### src/rtl/apb_arb_pkg.sv
// Shared types and default widths for the round-robin APB master arbiter.
package apb_arb_pkg;

  typedef enum logic [1:0] {
    IDLE   = 2'd0,
    SETUP  = 2'd1,
    ACCESS = 2'd2
  } apb_state_t;

  localparam int unsigned DefaultAw = 4;
  localparam int unsigned DefaultDw = 8;

endpackage

### src/rtl/rr_pick.sv
// Combinational round-robin picker: first set request at or above ptr, wrapping to 0.
module rr_pick #(
  parameter int unsigned NREQ = 4,
  parameter int unsigned IW   = 2
) (
  input  logic [NREQ-1:0] req,
  input  logic [IW-1:0]   ptr,
  output logic            any,
  output logic [NREQ-1:0] win,
  output logic [IW-1:0]   win_idx
);

  int unsigned j;

  always_comb begin
    any     = 1'b0;
    win     = '0;
    win_idx = '0;
    j       = 0;
    for (int unsigned k = 0; k < NREQ; k++) begin
      j = (32'(ptr) + k) % NREQ;
      if (!any && req[j]) begin
        any     = 1'b1;
        win[j]  = 1'b1;
        win_idx = IW'(j);
      end
    end
  end

endmodule

### src/rtl/apb_rr_master_arbiter.sv
// Round-robin arbiter sharing one APB master port between NREQ requesters.
// Define APB_TIMEOUT_EN to force-complete stalled ACCESS phases after TO_CYC cycles.
module apb_rr_master_arbiter
  import apb_arb_pkg::*;
#(
  parameter int unsigned NREQ   = 4,
  parameter int unsigned AW     = DefaultAw,
  parameter int unsigned DW     = DefaultDw,
  parameter int unsigned TO_CYC = 16
) (
  input  logic             clk,
  input  logic             rst,
  input  logic [NREQ-1:0]  req,
  input  logic [NREQ-1:0]  req_wr,
  input  logic [NREQ*AW-1:0] req_addr,
  input  logic [NREQ*DW-1:0] req_wdata,
  output logic [NREQ-1:0]  gnt,
  output logic [NREQ-1:0]  done,
  output logic             err,
  output logic [DW-1:0]    rdata,
  output logic             psel,
  output logic             penable,
  output logic             pwrite,
  output logic [AW-1:0]    paddr,
  output logic [DW-1:0]    pwdata,
  input  logic             pready,
  input  logic [DW-1:0]    prdata,
  input  logic             pslverr
);

  localparam int unsigned IW = $clog2(NREQ);

  if (NREQ < 2 || NREQ > 8 || TO_CYC < 1) begin : g_bad_params
    $error("apb_rr_master_arbiter: NREQ must be 2..8 and TO_CYC at least 1");
  end

  apb_state_t      state_q;
  logic [IW-1:0]   ptr_q, gidx_q, ptr_next;
  logic [NREQ-1:0] gnt_q, done_q;
  logic            err_q, psel_q, penable_q, pwrite_q;
  logic [DW-1:0]   rdata_q, pwdata_q;
  logic [AW-1:0]   paddr_q;

  logic            pick_any;
  logic [NREQ-1:0] pick_win;
  logic [IW-1:0]   pick_idx;
  logic            timeout, finish;

  rr_pick #(
    .NREQ (NREQ),
    .IW   (IW)
  ) u_rr_pick (
    .req     (req),
    .ptr     (ptr_q),
    .any     (pick_any),
    .win     (pick_win),
    .win_idx (pick_idx)
  );

`ifdef APB_TIMEOUT_EN
  localparam int unsigned CW = (TO_CYC > 1) ? $clog2(TO_CYC) : 1;
  logic [CW-1:0] wait_q;
  assign timeout = (wait_q == CW'(TO_CYC - 1));
`else
  assign timeout = 1'b0;
`endif

  assign finish   = (state_q == ACCESS) && (pready || timeout);
  assign ptr_next = (gidx_q == IW'(NREQ - 1)) ? '0 : gidx_q + IW'(1);

  always_ff @(posedge clk) begin
    if (rst) begin
      state_q   <= IDLE;
      ptr_q     <= '0;
      gidx_q    <= '0;
      gnt_q     <= '0;
      done_q    <= '0;
      err_q     <= 1'b0;
      rdata_q   <= '0;
      psel_q    <= 1'b0;
      penable_q <= 1'b0;
      pwrite_q  <= 1'b0;
      paddr_q   <= '0;
      pwdata_q  <= '0;
`ifdef APB_TIMEOUT_EN
      wait_q    <= '0;
`endif
    end else begin
      done_q <= '0;
      err_q  <= 1'b0;
      case (state_q)
        IDLE: begin
          if (pick_any) begin
            gnt_q    <= pick_win;
            gidx_q   <= pick_idx;
            pwrite_q <= req_wr[pick_idx];
            paddr_q  <= req_addr[pick_idx*AW +: AW];
            pwdata_q <= req_wdata[pick_idx*DW +: DW];
            psel_q   <= 1'b1;
            state_q  <= SETUP;
          end
        end
        SETUP: begin
          penable_q <= 1'b1;
          state_q   <= ACCESS;
`ifdef APB_TIMEOUT_EN
          wait_q    <= '0;
`endif
        end
        ACCESS: begin
          if (finish) begin
            done_q    <= gnt_q;
            // A timeout reports an error and leaves rdata untouched.
            err_q     <= pready ? pslverr : 1'b1;
            if (pready && !pwrite_q) rdata_q <= prdata;
            psel_q    <= 1'b0;
            penable_q <= 1'b0;
            gnt_q     <= '0;
            ptr_q     <= ptr_next;
            state_q   <= IDLE;
          end
`ifdef APB_TIMEOUT_EN
          else begin
            wait_q <= wait_q + CW'(1);
          end
`endif
        end
        default: state_q <= IDLE;
      endcase
    end
  end

  assign gnt     = gnt_q;
  assign done    = done_q;
  assign err     = err_q;
  assign rdata   = rdata_q;
  assign psel    = psel_q;
  assign penable = penable_q;
  assign pwrite  = pwrite_q;
  assign paddr   = paddr_q;
  assign pwdata  = pwdata_q;

endmodule

### config.mk
export PLATFORM = sky130hd
export DESIGN_NAME = apb_rr_master_arbiter
export DESIGN_NICKNAME = d
export VERILOG_FILES = /design/src/rtl/apb_arb_pkg.sv /design/src/rtl/rr_pick.sv /design/src/rtl/apb_rr_master_arbiter.sv
export SDC_FILE = /design/constraint.sdc
export NUM_CORES = 1
export LEC_CHECK = 0
export ABC_AREA = 1
export CAP_MARGIN = 20
export CORE_ASPECT_RATIO = 1.4
export CORE_MARGIN = 2
export CORE_UTILIZATION = 43
export DETAILED_ROUTE_END_ITERATION = 6
export PLACE_DENSITY = 0.87
export SYNTH_ARGS = -nofsm -noshare
export SYNTH_HDL_FRONTEND = slang
export SYNTH_SLANG_ARGS = --single-unit
### constraint.sdc
create_clock -name clk -period 2.9 [get_ports clk]
set_clock_uncertainty 0.05 [all_clocks]
set_input_delay 0.29 -clock clk [delete_from_list [all_inputs] [get_ports clk]]
set_output_delay 0.29 -clock clk [all_outputs]
set_load 0.1 [all_outputs]
# Word-level counts from Yosys, hierarchy flattened
# Cells that the tools add are included.
# totals
latchBits,0
mem_count,0
regBits,38
mem_bits_rw,0
word_cells,102
mem_bits_ro,0
# op_classes
muxes,42
shifts,2
div_mod_pow,0
magnitude_cmp,9
n_mul,0
n_reduce_logical,23
bitwise_logic,5
addsub,4
eq_ne,5
# ops
operator,count
$shiftx A32 B6 Y8,1
$mux W4,6
$mux W1,16
$shiftx A16 B5 Y4,1
$lt A2 B3 Y1 const B,5
$mux W2,7
$or A4 B4 Y4,3
$bmux W1 S2,5
$logic_and A1 B1 Y1,9
$demux W1 S2,4
$ge A2 B1 Y1 const B,4
$pmux W4 S2,1
$reduce_and A2 Y1,4
$pmux W2 S3,1
$reduce_and A3 Y1,2
$add A2 B1 Y2 const B,2
$add A2 B2 Y2 const B,2
$eq A2 B2 Y1 const B,2
$logic_not A1 Y1,4
$ne A2 B2 Y1 const B,2
$pmux W1 S2,2
$reduce_bool A2 Y1,2
$reduce_or A3 Y1,1
$eq A2 B1 Y1 const B,1
other kinds (2),3

# Longest topological paths before layout
# Gate-level depths: netlist of run 1.
# logic_depth
depth_word,14
mapped_depth,16
mapped_depth_nobuf,16

# Cells and area by module
# From an unflattened synthesis of run 1, not the netlist that was laid out.
# hier_totals
hier_cells,396
area_unflattened_um2,2451.1
# by_module_without_submodules
module,area_each_um2,cells_per_inst,seq_area_each_um2,instances
apb_rr_master_arbiter,2010.7,322,760.7,1
rr_pick,440.4,74,0.0,1

# Least setup slack after synthesis of run 1
# OpenSTA, ideal clock, no wires.
# synth_timing
path_kind,register to register
startpoint,register ptr_q[0]
endpoint,register pwdata_q[1] (netlist: pwdata[1])
slack_ns,0.611
t_arrival_ns,2.122
period_less_slack_ns,2.289
stages_incl_launch_ff,14
setup_time_ns,0.117
cell_sequence,dfxtp_1 -> inv_2 -> ha_1 -> inv_1 -> nand3_1 -> nand2_1 -> a21oi_1 -> nand2_2 -> nand3_2 -> buf_6 -> buf_6 -> nor2_1 -> nor3b_1 -> nor2_1
# synth_between
elab_chain_cells,13
# synth_lines
element,line_no,text
start: declaration,apb_rr_master_arbiter.sv:38,"logic [IW-1:0] ptr_q, gidx_q, ptr_next;"
start signal: assignment,apb_rr_master_arbiter.sv:119,ptr_q <= ptr_next;
"parallel branches: the longest is 13 deep, another holds $add A2 B1 Y2",n/a,
end signal: assignment,apb_rr_master_arbiter.sv:98,pwdata_q <= req_wdata[pick_idx*DW +: DW];
end: declaration,apb_rr_master_arbiter.sv:41,"logic [DW-1:0] rdata_q, pwdata_q;"
# Parallel ways; which one is timed is not known. The select of a mux whose other input is x is not followed.
# A chain may end at the register's enable or synchronous reset.

# Worst setup path in the final report of run 1
# layout_timing
startpoint,register ptr_q[1]
endpoint,register paddr_q[3] (netlist: paddr[3])
# layout_between
elab_chain_cells,13
# layout_lines
element,line_no,text
"parallel branches: the longest is 13 deep, another holds $add A2 B1 Y2",n/a,
end signal: assignment,apb_rr_master_arbiter.sv:97,paddr_q <= req_addr[pick_idx*AW +: AW];
end: declaration,apb_rr_master_arbiter.sv:42,logic [AW-1:0] paddr_q;
# Parallel ways; which one is timed is not known. The select of a mux whose other input is x is not followed.

==> impl_metrics.env, run 1 <==
export IMPL_status="completed"
export IMPL_clkSinkCount=38
export IMPL_grt_max_degree=16
export IMPL_die_w_microns=67.1
export IMPL_ys_types=34
export IMPL_fmax_mhz=381
export IMPL_routedWlPerCell_microns=12.8
export IMPL_avgSynthCellArea_sq_um=6.66
export IMPL_grt_overflow_total=0
export IMPL_core_area_sq_um=5450
export IMPL_cp_top_family="simple AND/OR/NAND/NOR gates"
export IMPL_worst_ep_arrival_time_ns=2.81
export IMPL_cp_slowest_cell="dfxtp_1"
export IMPL_critPathKind="flop to flop"
export IMPL_dp_cells=525
export IMPL_fin_crit_ns=2.63
export IMPL_die_height_microns=92.3
export IMPL_drt_first_pass_iters=4
export IMPL_syn_area_sq_um=2400
export IMPL_antenna_cells=0
export IMPL_viasPerCell=5.01
export IMPL_relSlewSlack_pct=73.8
export IMPL_leakage_nw=1.75
export IMPL_syn_num_nets=437
export IMPL_place_hpwl_microns=5450
export IMPL_htreeDepth=2
export IMPL_hold_viol_final=0
export IMPL_ys_seq_area_share_pct=31.7
export IMPL_worst_slew_pin_slew_ns=0.391
export IMPL_gp_congestion=0.810
export IMPL_min_path_type="flop to flop"
export IMPL_grt_pass1_vias=2461
export IMPL_drt_iter0_markers=140
export IMPL_io_buffers=99
export IMPL_start_util_pct=44.0
export IMPL_holdWs_ns=0.404
export IMPL_synth_cells=360
export IMPL_worstPathCellList="inv_1 -> ha_1 -> inv_1 -> nand3_1 -> nand2_1 -> nand3_4 -> nand2_2 -> inv_2 -> nand2_2 -> nor2_2 -> o211ai_1 -> nand2_1"
export IMPL_antenna_left=0
export IMPL_grt_pass1_wl_microns=10800
export IMPL_fin_util_pct=64.9
export IMPL_final_setup_viol_count=0
export IMPL_rsz0062_at_grt="no"
export IMPL_path_max_fanout=11
export IMPL_drt_wl_total_microns=6800
export IMPL_cap_viol_max_count=0
export IMPL_cp_required_ns=3.08
export IMPL_dr_total_vias=2672
export IMPL_postCtsHoldBufs=0
export IMPL_min_path_cells=2
export IMPL_r2r_slack_ns=0.27
export IMPL_drc=0
export IMPL_syn2layout_area_growth_pct=47.5
export IMPL_critPathLaunchType="flop"
export IMPL_grt_util_all_layers_pct=22.4
export IMPL_final_max_slew_viol_count=0
export IMPL_vdd_drop_max_v=0.000504
export IMPL_layout_cells_non_filler=533
export IMPL_rr_worst_depth=12
export IMPL_antenna_found_initial=0
export IMPL_cts_root_buf="clkbuf_8"
export IMPL_p_per_area_nw_per_um2=651
export IMPL_cp_buffers_inverters=3
export IMPL_crit_path_end_kind="flop"
export IMPL_worst_path_stages=12
export IMPL_dieArea_sq_um=6200
export IMPL_rows=32
export IMPL_cts_clk_slew_worst_paths_ns=0.08
export IMPL_cts_buffer_depth=2
export IMPL_drive_above_1_share_pct=17.2
export IMPL_cpPeakStageDelay_ns=0.49
export IMPL_clkLatencyLatePin_ns=0.28
export IMPL_fill_cells=507
export IMPL_layout_nets=541
export IMPL_timing_final_crit_share_pct=90.6
export IMPL_ys_seq_elements=38
export IMPL_setup_tns_ns=0
export IMPL_io_pins=100
export IMPL_cts_buffers=5
export IMPL_cts_tree="done"
export IMPL_yosys_warnings=0
==> layer usage <==
metal	vias up	wire length [microns]	GRT usage, %
met5	-	0	0
met4	0	172	9.86
met3	16	369	3.40
met2	115	3670	40.4
met1	1181	2590	25.2
li1	1360	-	-
==> power breakdown <==
part	switching (W)	total [W]	internal [W]
logic	0.000789	0.00111	0.000318
registers	0.0000513	0.000644	0.000593
clock network	0.000185	0.000552	0.000367
==> flip-flops by register name, summed over array words and instances, names as in the netlist, 2 cells and up <==
register	count
rdata	8
state_q	2
paddr	4
pwdata	8
gidx_q	2
gnt	4
done	4
ptr_q	2
==> kinds of logic after synthesis <==
group	synth area share, %
adders and majority gates	4.70
AOI/OAI and AO/OA	9.66
DFF	31.7
and+or+nand+nor	44.3
buffers and inverters	9.66
==> cell usage after synthesis, drive strengths merged <==
master	number	area share, %
a21oi	10	2.1
or2	8	2.1
a22oi	4	1.3
clkinv	1	0.16
clkbuf	3	0.47
buf	9	2.7
nand4	14	3.7
nand3	30	7.4
o21bai	1	0.31
a211oi	1	0.31
nand2	121	22
nand3b	1	0.31
nor2	46	8.4
o211ai	8	2.5
a31oi	1	0.26
ha	9	4.7
nor3b	2	0.84
dfxtp	38	32
o21ai	14	2.9
inv	39	6.3
==> timing repair <==
item | in CTS | in global routing
gates resized for setup | 0 | 1
setup buffers | 0 | 0
endpoints found under the setup margin | 0 | 8
==> placed cells by master, fill, tap and decap left out <==
| master | netlist | layout |
|---|---|---|
| dfxtp_2 | 0 | 1 |
| nand2_4 | 4 | 4 |
| a31oi_1 | 1 | 1 |
| nor2_1 | 42 | 42 |
| o21ai_0 | 10 | 10 |
| a22oi_1 | 4 | 4 |
| inv_2 | 2 | 2 |
| clkbuf_8 | 0 | 6 |
| nor2_4 | 1 | 1 |
| clkdlybuf4s50_1 | 0 | 67 |
| a211oi_1 | 1 | 1 |
| inv_6 | 1 | 1 |
| nor2_2 | 2 | 2 |
| clkinv_1 | 1 | 1 |
| or2_1 | 8 | 8 |
| nor3b_2 | 1 | 1 |
| o21bai_1 | 1 | 1 |
| nor3b_1 | 1 | 1 |
| nand2_1 | 104 | 104 |
| o211ai_1 | 8 | 8 |
| nand3_4 | 1 | 1 |
| o21ai_1 | 4 | 4 |
| a21oi_1 | 10 | 10 |
| nand3b_1 | 1 | 1 |
| ha_1 | 9 | 9 |
| dfxtp_1 | 38 | 37 |
| buf_4 | 1 | 42 |
| nand3_2 | 3 | 3 |
| nor2_8 | 1 | 1 |
| bufinv_16 | 0 | 2 |
| inv_1 | 36 | 36 |
| nand4_1 | 14 | 14 |
| nand3_1 | 26 | 26 |
| nand2_2 | 13 | 13 |
==> worst reg2reg max path, cell delays in order, from the launching register on <==
cell and delay [ns]:
dfxtp_1 0.49, inv_1 0.10, ha_1 0.40, inv_1 0.12, nand3_1 0.10, nand2_1 0.14
nand3_4 0.14, nand2_2 0.07, inv_2 0.20, nand2_2 0.17, nor2_2 0.34, o211ai_1 0.15
nand2_1 0.08
==> through the flow <==
stage	worst slack, ns	area [sq um]	power (W)
CTS	0.227	3530	0.00231
detailed placement	0.266	3390	0.00176
finish	0.273	3540	0.00230
global placement	0.387	3390	0.00174
global route	0.00953	3540	0.00241
floorplan	0.611	2400	0.00148
==> path summary, 6_finish.rpt <==
path / startpoint / endpoint
max reg2reg: ptr_q[1] / paddr[3]
max: ptr_q[1] / paddr[3]
min: gnt[3] / done[3]
min reg2reg: gnt[3] / done[3]
==> area by class of cell <==
type,instances,area [sq um],area share [%]
clock buffers,6,82.6,2.34
inverters,40,155,4.39
repair buffers,109,986,27.9
multi-input cells,270,1410,39.7
well taps,68,85.1,2.41
flip-flops and latches,38,762,21.5
clock inverters,2,60.1,1.70
Note: power is estimated with default switching activity, not from simulation.
==> run 2, diff against run 1 <==
--- a/config.mk
+++ b/config.mk
@@ -9,9 +9,9 @@
 export CAP_MARGIN = 20
 export CORE_ASPECT_RATIO = 1.4
 export CORE_MARGIN = 2
-export CORE_UTILIZATION = 43
+export CORE_UTILIZATION = 39
 export DETAILED_ROUTE_END_ITERATION = 6
-export PLACE_DENSITY = 0.87
+export PLACE_DENSITY = 0.83
 export SYNTH_ARGS = -nofsm -noshare
 export SYNTH_HDL_FRONTEND = slang
 export SYNTH_SLANG_ARGS = --single-unit
==> constraint.sdc (replaced) <==
create_clock -name clk -period 2.3 [get_ports clk]
set_clock_uncertainty 0.05 [all_clocks]
set_input_delay 0.23 -clock clk [delete_from_list [all_inputs] [get_ports clk]]
set_output_delay 0.23 -clock clk [all_outputs]
set_load 0.1 [all_outputs]
==> impl_metrics.env, run 2 (synthesized netlist as in run 1, its figures left out) <==
export IMPL_status="completed"
export IMPL_crit_start="ptr_q[1]"
export IMPL_die_w_microns=70.3
export IMPL_layout_common_cells="104 x nand2_1, 67 x clkdlybuf4s50_1, 52 x buf_4"
export IMPL_cp_slowest_cell="dfxtp_1"
export IMPL_critPathKind="flop to flop"
export IMPL_switching_share_pct=45.0
export IMPL_cp_required_ns=2.44
export IMPL_fin_crit_ns=2.10
export IMPL_p_switching_w=0.00133
export IMPL_core_area_sq_um=5900
export IMPL_postCtsHoldBufs=0
export IMPL_die_height_microns=96.8
export IMPL_leakage_nw=1.81
export IMPL_worst_slew_pin_slew_ns=0.289
export IMPL_vdd_drop_max_v=0.000558
export IMPL_antenna_left=0
export IMPL_register_area_sq_um=761
export IMPL_final_common_cell="nand2_1"
export IMPL_cts_buffers=5
export IMPL_cts_root_buf="clkbuf_8"
export IMPL_crit_end="paddr[3]"
export IMPL_p_per_area_nw_per_um2=810
export IMPL_timing_final_crit_share_pct=91.3
export IMPL_rsz0062_at_grt="yes"
export IMPL_cts_tree="done"
export IMPL_drt_first_pass_iters=4
export IMPL_drc=0
export IMPL_multiInputGateArea_sq_um=1420
export IMPL_drt_iter0_markers=183
export IMPL_htreeDepth=2
export IMPL_p_int_w=0.00162
export IMPL_clkSinkCount=38
export IMPL_place_hpwl_microns=5920
export IMPL_dieArea_sq_um=6800
export IMPL_dr_total_vias=2810
export IMPL_rr_worst_depth=12
export IMPL_grt_util_all_layers_pct=22.0
export IMPL_critPathLaunchType="flop"
export IMPL_worst_ep_arrival_time_ns=2.24
export IMPL_clkLatencyLatePin_ns=0.29
export IMPL_io_buffers=99
export IMPL_dpl_cell_area_sq_um=3480
export IMPL_hold_viol_final=0
export IMPL_clkPwrFrac_pct=23.2
export IMPL_p_comb_share_pct=49.6
export IMPL_r2r_slack_ns=0.20
export IMPL_gp_congestion=0.897
export IMPL_r2r_start="ptr_q[1]"
export IMPL_layout_nets=552
export IMPL_cts_buffer_depth=2
export IMPL_cap_viol_max_count=0
export IMPL_drive_above_1_share_pct=19.1
export IMPL_start_util_pct=40.6
export IMPL_fmax_mhz=476
export IMPL_crit_path_end_kind="flop"
export IMPL_worst_path_stages=12
export IMPL_viasPerCell=5.15
export IMPL_worstPathCellList="inv_1 -> ha_4 -> inv_1 -> nand3_1 -> nand2_1 -> a21oi_1 -> nand2_2 -> nand3_2 -> inv_1 -> buf_12 -> o211ai_1 -> nand2_1"
export IMPL_cp_common_cell="inv_1"
export IMPL_relSlewSlack_pct=80.7
export IMPL_antenna_found_initial=0
export IMPL_grt_pass1_vias=2809
export IMPL_antenna_cells=0
export IMPL_fin_total_pwr_w=0.00295
export IMPL_min_path_type="flop to flop"
export IMPL_min_path_cells=2
export IMPL_path_max_fanout=6
export IMPL_fin_area_sq_um=3640
export IMPL_min_from="gnt[0]"
export IMPL_p_seq_share_pct=27.2
export IMPL_final_max_slew_viol_count=0
export IMPL_cp_buffers_inverters=4
export IMPL_drt_wl_total_microns=7500
export IMPL_final_setup_viol_count=0
export IMPL_rows=33
export IMPL_cp_top_family="simple AND/OR/NAND/NOR gates"
export IMPL_fill_cells=528
export IMPL_io_pins=100
export IMPL_r2r_end="paddr[3]"
export IMPL_cpPeakStageDelay_ns=0.33
export IMPL_routedWlPerCell_microns=13.7
export IMPL_grt_max_degree=27
export IMPL_cts_clk_slew_worst_paths_ns=0.08
export IMPL_syn2layout_area_growth_pct=52.0
export IMPL_grt_pass1_wl_microns=12400
export IMPL_grt_overflow_total=0
## run 2: cell types whose count changed in the layout (fill, tap and decap cells not counted), sizes merged
cell	previous run	this run
clkbuf	6	5
clkinv	1	2
buf	42	53
## run 2: what timing repair did
| item | in CTS | in global routing |
|---|---|---|
| buffers inserted | 0 | 1 |
| endpoints found under the hold margin | 0 | 0 |
| resized for setup | 0 | 3 |
| endpoints found under the setup margin | 0 | 18 |
## run 2: per-stage QoR
step                setup WS [ns]  std cells  hold slack (ns)  utilization [%]  TNS [ns]
floorplan                  0.0112        360            0.292                -         0
finish                      0.200        546            0.398             61.7         0
global placement            0.117        537            0.394             59.0         0
CTS                        0.0464        545            0.399             61.3         0
global route              -0.0246        546            0.418             61.7   -0.0456
detailed placement         0.0784        537            0.388             59.0         0
## run 2: power by group through the flow
stage	logic [W]	clock network [W]	registers, W
after floorplan	0.000510	0	0.00135
after global placement	0.00143	0	0.000815
after detailed placement	0.00145	0	0.000817
after CTS	0.00145	0.000690	0.000803
after global routing	0.00156	0.000715	0.000813
final	0.00146	0.000684	0.000804
## run 2: worst reg2reg max path, cell delays in order, from the launching register on
cell and delay, ns:
dfxtp_1 0.33, inv_1 0.07, ha_4 0.30, inv_1 0.09
nand3_1 0.09, nand2_1 0.09, a21oi_1 0.21, nand2_2 0.09
nand3_2 0.14, inv_1 0.15, buf_12 0.16, o211ai_1 0.16
nand2_1 0.07
## run 2: worst min-delay path by stage
| stage | to | slack, ns |
|---|---|---|
| 2_1_floorplan | err | 0.29 |
| 3_3_place_gp | done[0] | 0.39 |
| 3_5_place_dp | done[0] | 0.39 |
| 4_1_cts | done[0] | 0.40 |
| 5_1_grt | done[0] | 0.42 |
| 6_report | done[0] | 0.40 |
## run 2: area by class of cell
class	instances	area share, %
Multi-Input combinational cell	270	39.0
Timing Repair Buffer	120	29.7
Sequential cell	38	20.9
Inverter	40	4.26
Tap cell	70	2.40
Clock buffer	5	1.89
Clock inverter	3	1.89
## run 2: routing by layer
| metal | routed length (microns) | track usage (%) | up-vias |
|---|---|---|---|
| met5 | 0 | 0 | - |
| met4 | 339 | 11.7 | 0 |
| met3 | 304 | 2.29 | 28 |
| met2 | 4130 | 41.1 | 102 |
| met1 | 2730 | 23.6 | 1300 |
| li1 | - | - | 1380 |
==> run 3, diff against run 2 <==
--- a/config.mk
+++ b/config.mk
@@ -8,10 +8,10 @@
 export ABC_AREA = 1
 export CAP_MARGIN = 20
 export CORE_ASPECT_RATIO = 1.4
-export CORE_MARGIN = 2
-export CORE_UTILIZATION = 39
+export CORE_MARGIN = 8
+export CORE_UTILIZATION = 30
 export DETAILED_ROUTE_END_ITERATION = 6
-export PLACE_DENSITY = 0.83
+export PLACE_DENSITY = 0.68
 export SYNTH_ARGS = -nofsm -noshare
 export SYNTH_HDL_FRONTEND = slang
 export SYNTH_SLANG_ARGS = --single-unit
==> impl_metrics.env, run 3 (synthesized netlist as in run 1, its figures left out) <==
export IMPL_rows=38
export IMPL_io_pins=100
export IMPL_syn2layout_area_growth_pct=51.9
export IMPL_cts_buffers=5
export IMPL_drc=0
export IMPL_crit_start="ptr_q[1]"
export IMPL_dp_cells=565
export IMPL_grt_pass1_wl_microns=12300
export IMPL_final_max_slew_viol_count=0
export IMPL_fin_total_pwr_w=0.00282
export IMPL_fmax_mhz=487
export IMPL_setup_slack_ns=0.245
export IMPL_rsz0062_at_grt="no"
export IMPL_worst_path_stages=11
export IMPL_critPathKind="flop to flop"
export IMPL_path_max_fanout=13
export IMPL_vdd_drop_max_v=0.000408
export IMPL_worst_slew_pin_slew_ns=0.290
export IMPL_r2r_end="pwdata[6]"
export IMPL_r2r_slack_ns=0.24
export IMPL_grt_overflow_total=0
export IMPL_dieArea_sq_um=11100
export IMPL_min_from="gnt[1]"
export IMPL_final_common_cell="nand2_1"
export IMPL_min_path_type="flop to flop"
export IMPL_layout_nets=550
export IMPL_cp_required_ns=2.44
export IMPL_rr_worst_depth=11
export IMPL_cts_setup_buffers=0
export IMPL_viasPerCell=4.59
export IMPL_cpPeakStageDelay_ns=0.33
export IMPL_fin_crit_ns=2.06
export IMPL_cts_buffer_depth=2
export IMPL_core_area_sq_um=7750
export IMPL_worst_ep_arrival_time_ns=2.19
export IMPL_io_buffers=99
export IMPL_die_height_microns=122
export IMPL_grt_pass1_vias=2740
export IMPL_antenna_cells=0
export IMPL_cts_tree="done"
export IMPL_htreeDepth=2
export IMPL_grt_max_degree=19
export IMPL_hold_viol_final=0
export IMPL_clkSinkCount=38
export IMPL_cp_top_family="simple AND/OR/NAND/NOR gates"
export IMPL_final_setup_viol_count=0
export IMPL_crit_end="pwdata[6]"
export IMPL_pre_cts_slack_ns=0.0558
export IMPL_timing_final_crit_share_pct=89.4
export IMPL_relSlewSlack_pct=80.9
export IMPL_clkLatencyLatePin_ns=0.29
export IMPL_start_util_pct=30.9
export IMPL_dr_total_vias=2633
export IMPL_cap_viol_max_count=0
export IMPL_drt_first_pass_iters=4
export IMPL_critPathLaunchType="flop"
export IMPL_layout_common_cells="104 x nand2_1, 67 x clkdlybuf4s50_1, 49 x buf_4"
export IMPL_cp_slowest_cell="dfxtp_1"
export IMPL_crit_path_end_kind="flop"
export IMPL_setup_tns_ns=0
export IMPL_routedWlPerCell_microns=13.3
export IMPL_p_per_area_nw_per_um2=773
export IMPL_layout_cells_non_filler=574
export IMPL_fin_util_pct=47.0
export IMPL_die_w_microns=91.6
export IMPL_gp_congestion=0.865
export IMPL_status="completed"
export IMPL_r2r_start="ptr_q[1]"
export IMPL_cts_clk_slew_worst_paths_ns=0.08
export IMPL_postCtsHoldBufs=0
export IMPL_cts_root_buf="clkbuf_8"
export IMPL_grt_util_all_layers_pct=13.4
export IMPL_drive_above_1_share_pct=19.0
export IMPL_drt_iter0_markers=121
export IMPL_antenna_left=0
export IMPL_leakage_nw=1.77
export IMPL_antenna_found_initial=0
export IMPL_worstPathCellList="inv_1 -> ha_4 -> inv_1 -> nand3_1 -> nand2_1 -> nand3_4 -> nand3_4 -> buf_6 -> or2_1 -> o211ai_1 -> nand2_1"
export IMPL_drt_wl_total_microns=7610
export IMPL_cp_buffers_inverters=3
export IMPL_place_hpwl_microns=6110
==> run 3: cell types whose count changed in the layout (fill, tap and decap cells not counted), sizes merged <==
| cell | previous run | this run |
|---|---|---|
| buf | 53 | 50 |
| clkinvlp | 0 | 2 |
| bufinv | 2 | 1 |
| inv | 39 | 38 |
| clkinv | 2 | 3 |
==> run 3: worst register-to-register path, cell delays in order (launching register included) <==
cell,delay [ns]
dfxtp_1,0.33
inv_1,0.08
ha_4,0.31
inv_1,0.09
nand3_1,0.09
nand2_1,0.15
nand3_4,0.15
nand3_4,0.15
buf_6,0.18
or2_1,0.20
o211ai_1,0.09
nand2_1,0.08
==> run 3: per-layer routing <==
metal	wire length (microns)	track usage, %	up-vias
met5	0	0	-
met4	137	4.52	0
met3	519	4.68	10
met2	4000	25.1	71
met1	2950	13.4	1180
li1	-	-	1372
==> run 3: per-stage QoR <==
step                instance area [sq um]  hold slack [ns]
floorplan                            2400            0.292
global placement                     3490            0.388
detailed placement                   3490            0.387
CTS                                  3600            0.399
global route                         3640            0.421
finish                               3640            0.395
==> run 3: worst min path at each step <==
stage	to	slack [ns]	cells after the start
global placement	done[3]	0.39	2
finish	done[1]	0.39	2
floorplan	err	0.29	2
CTS	done[1]	0.40	2
detailed placement	done[1]	0.39	2
global route	done[1]	0.42	2
==> run 3: cell type report <==
cell class,count,area [sq um]
repair inverters,1,7.51
multi-input cells,270,1430
well taps,100,125
inverters,40,159
clock buffers,5,68.8
flip-flops and latches,38,761
clock inverters,3,40.0
repair buffers,117,1050
fillers,813,4110
==> run 3: report_power, final <==
part	leakage [nW]	internal, W	switching (W)
clock	0.0579	0.000319	0.000245
combinational	1.40	0.000432	0.00102
sequential	0.311	0.000747	0.0000537
total	1.77	0.00150	0.00132
==> run 3: what timing repair did <==
item / in CTS / in global routing
hold endpoints to repair: 0 / 0
gates resized for setup: 0 / 7
setup endpoints to repair: 0 / 10
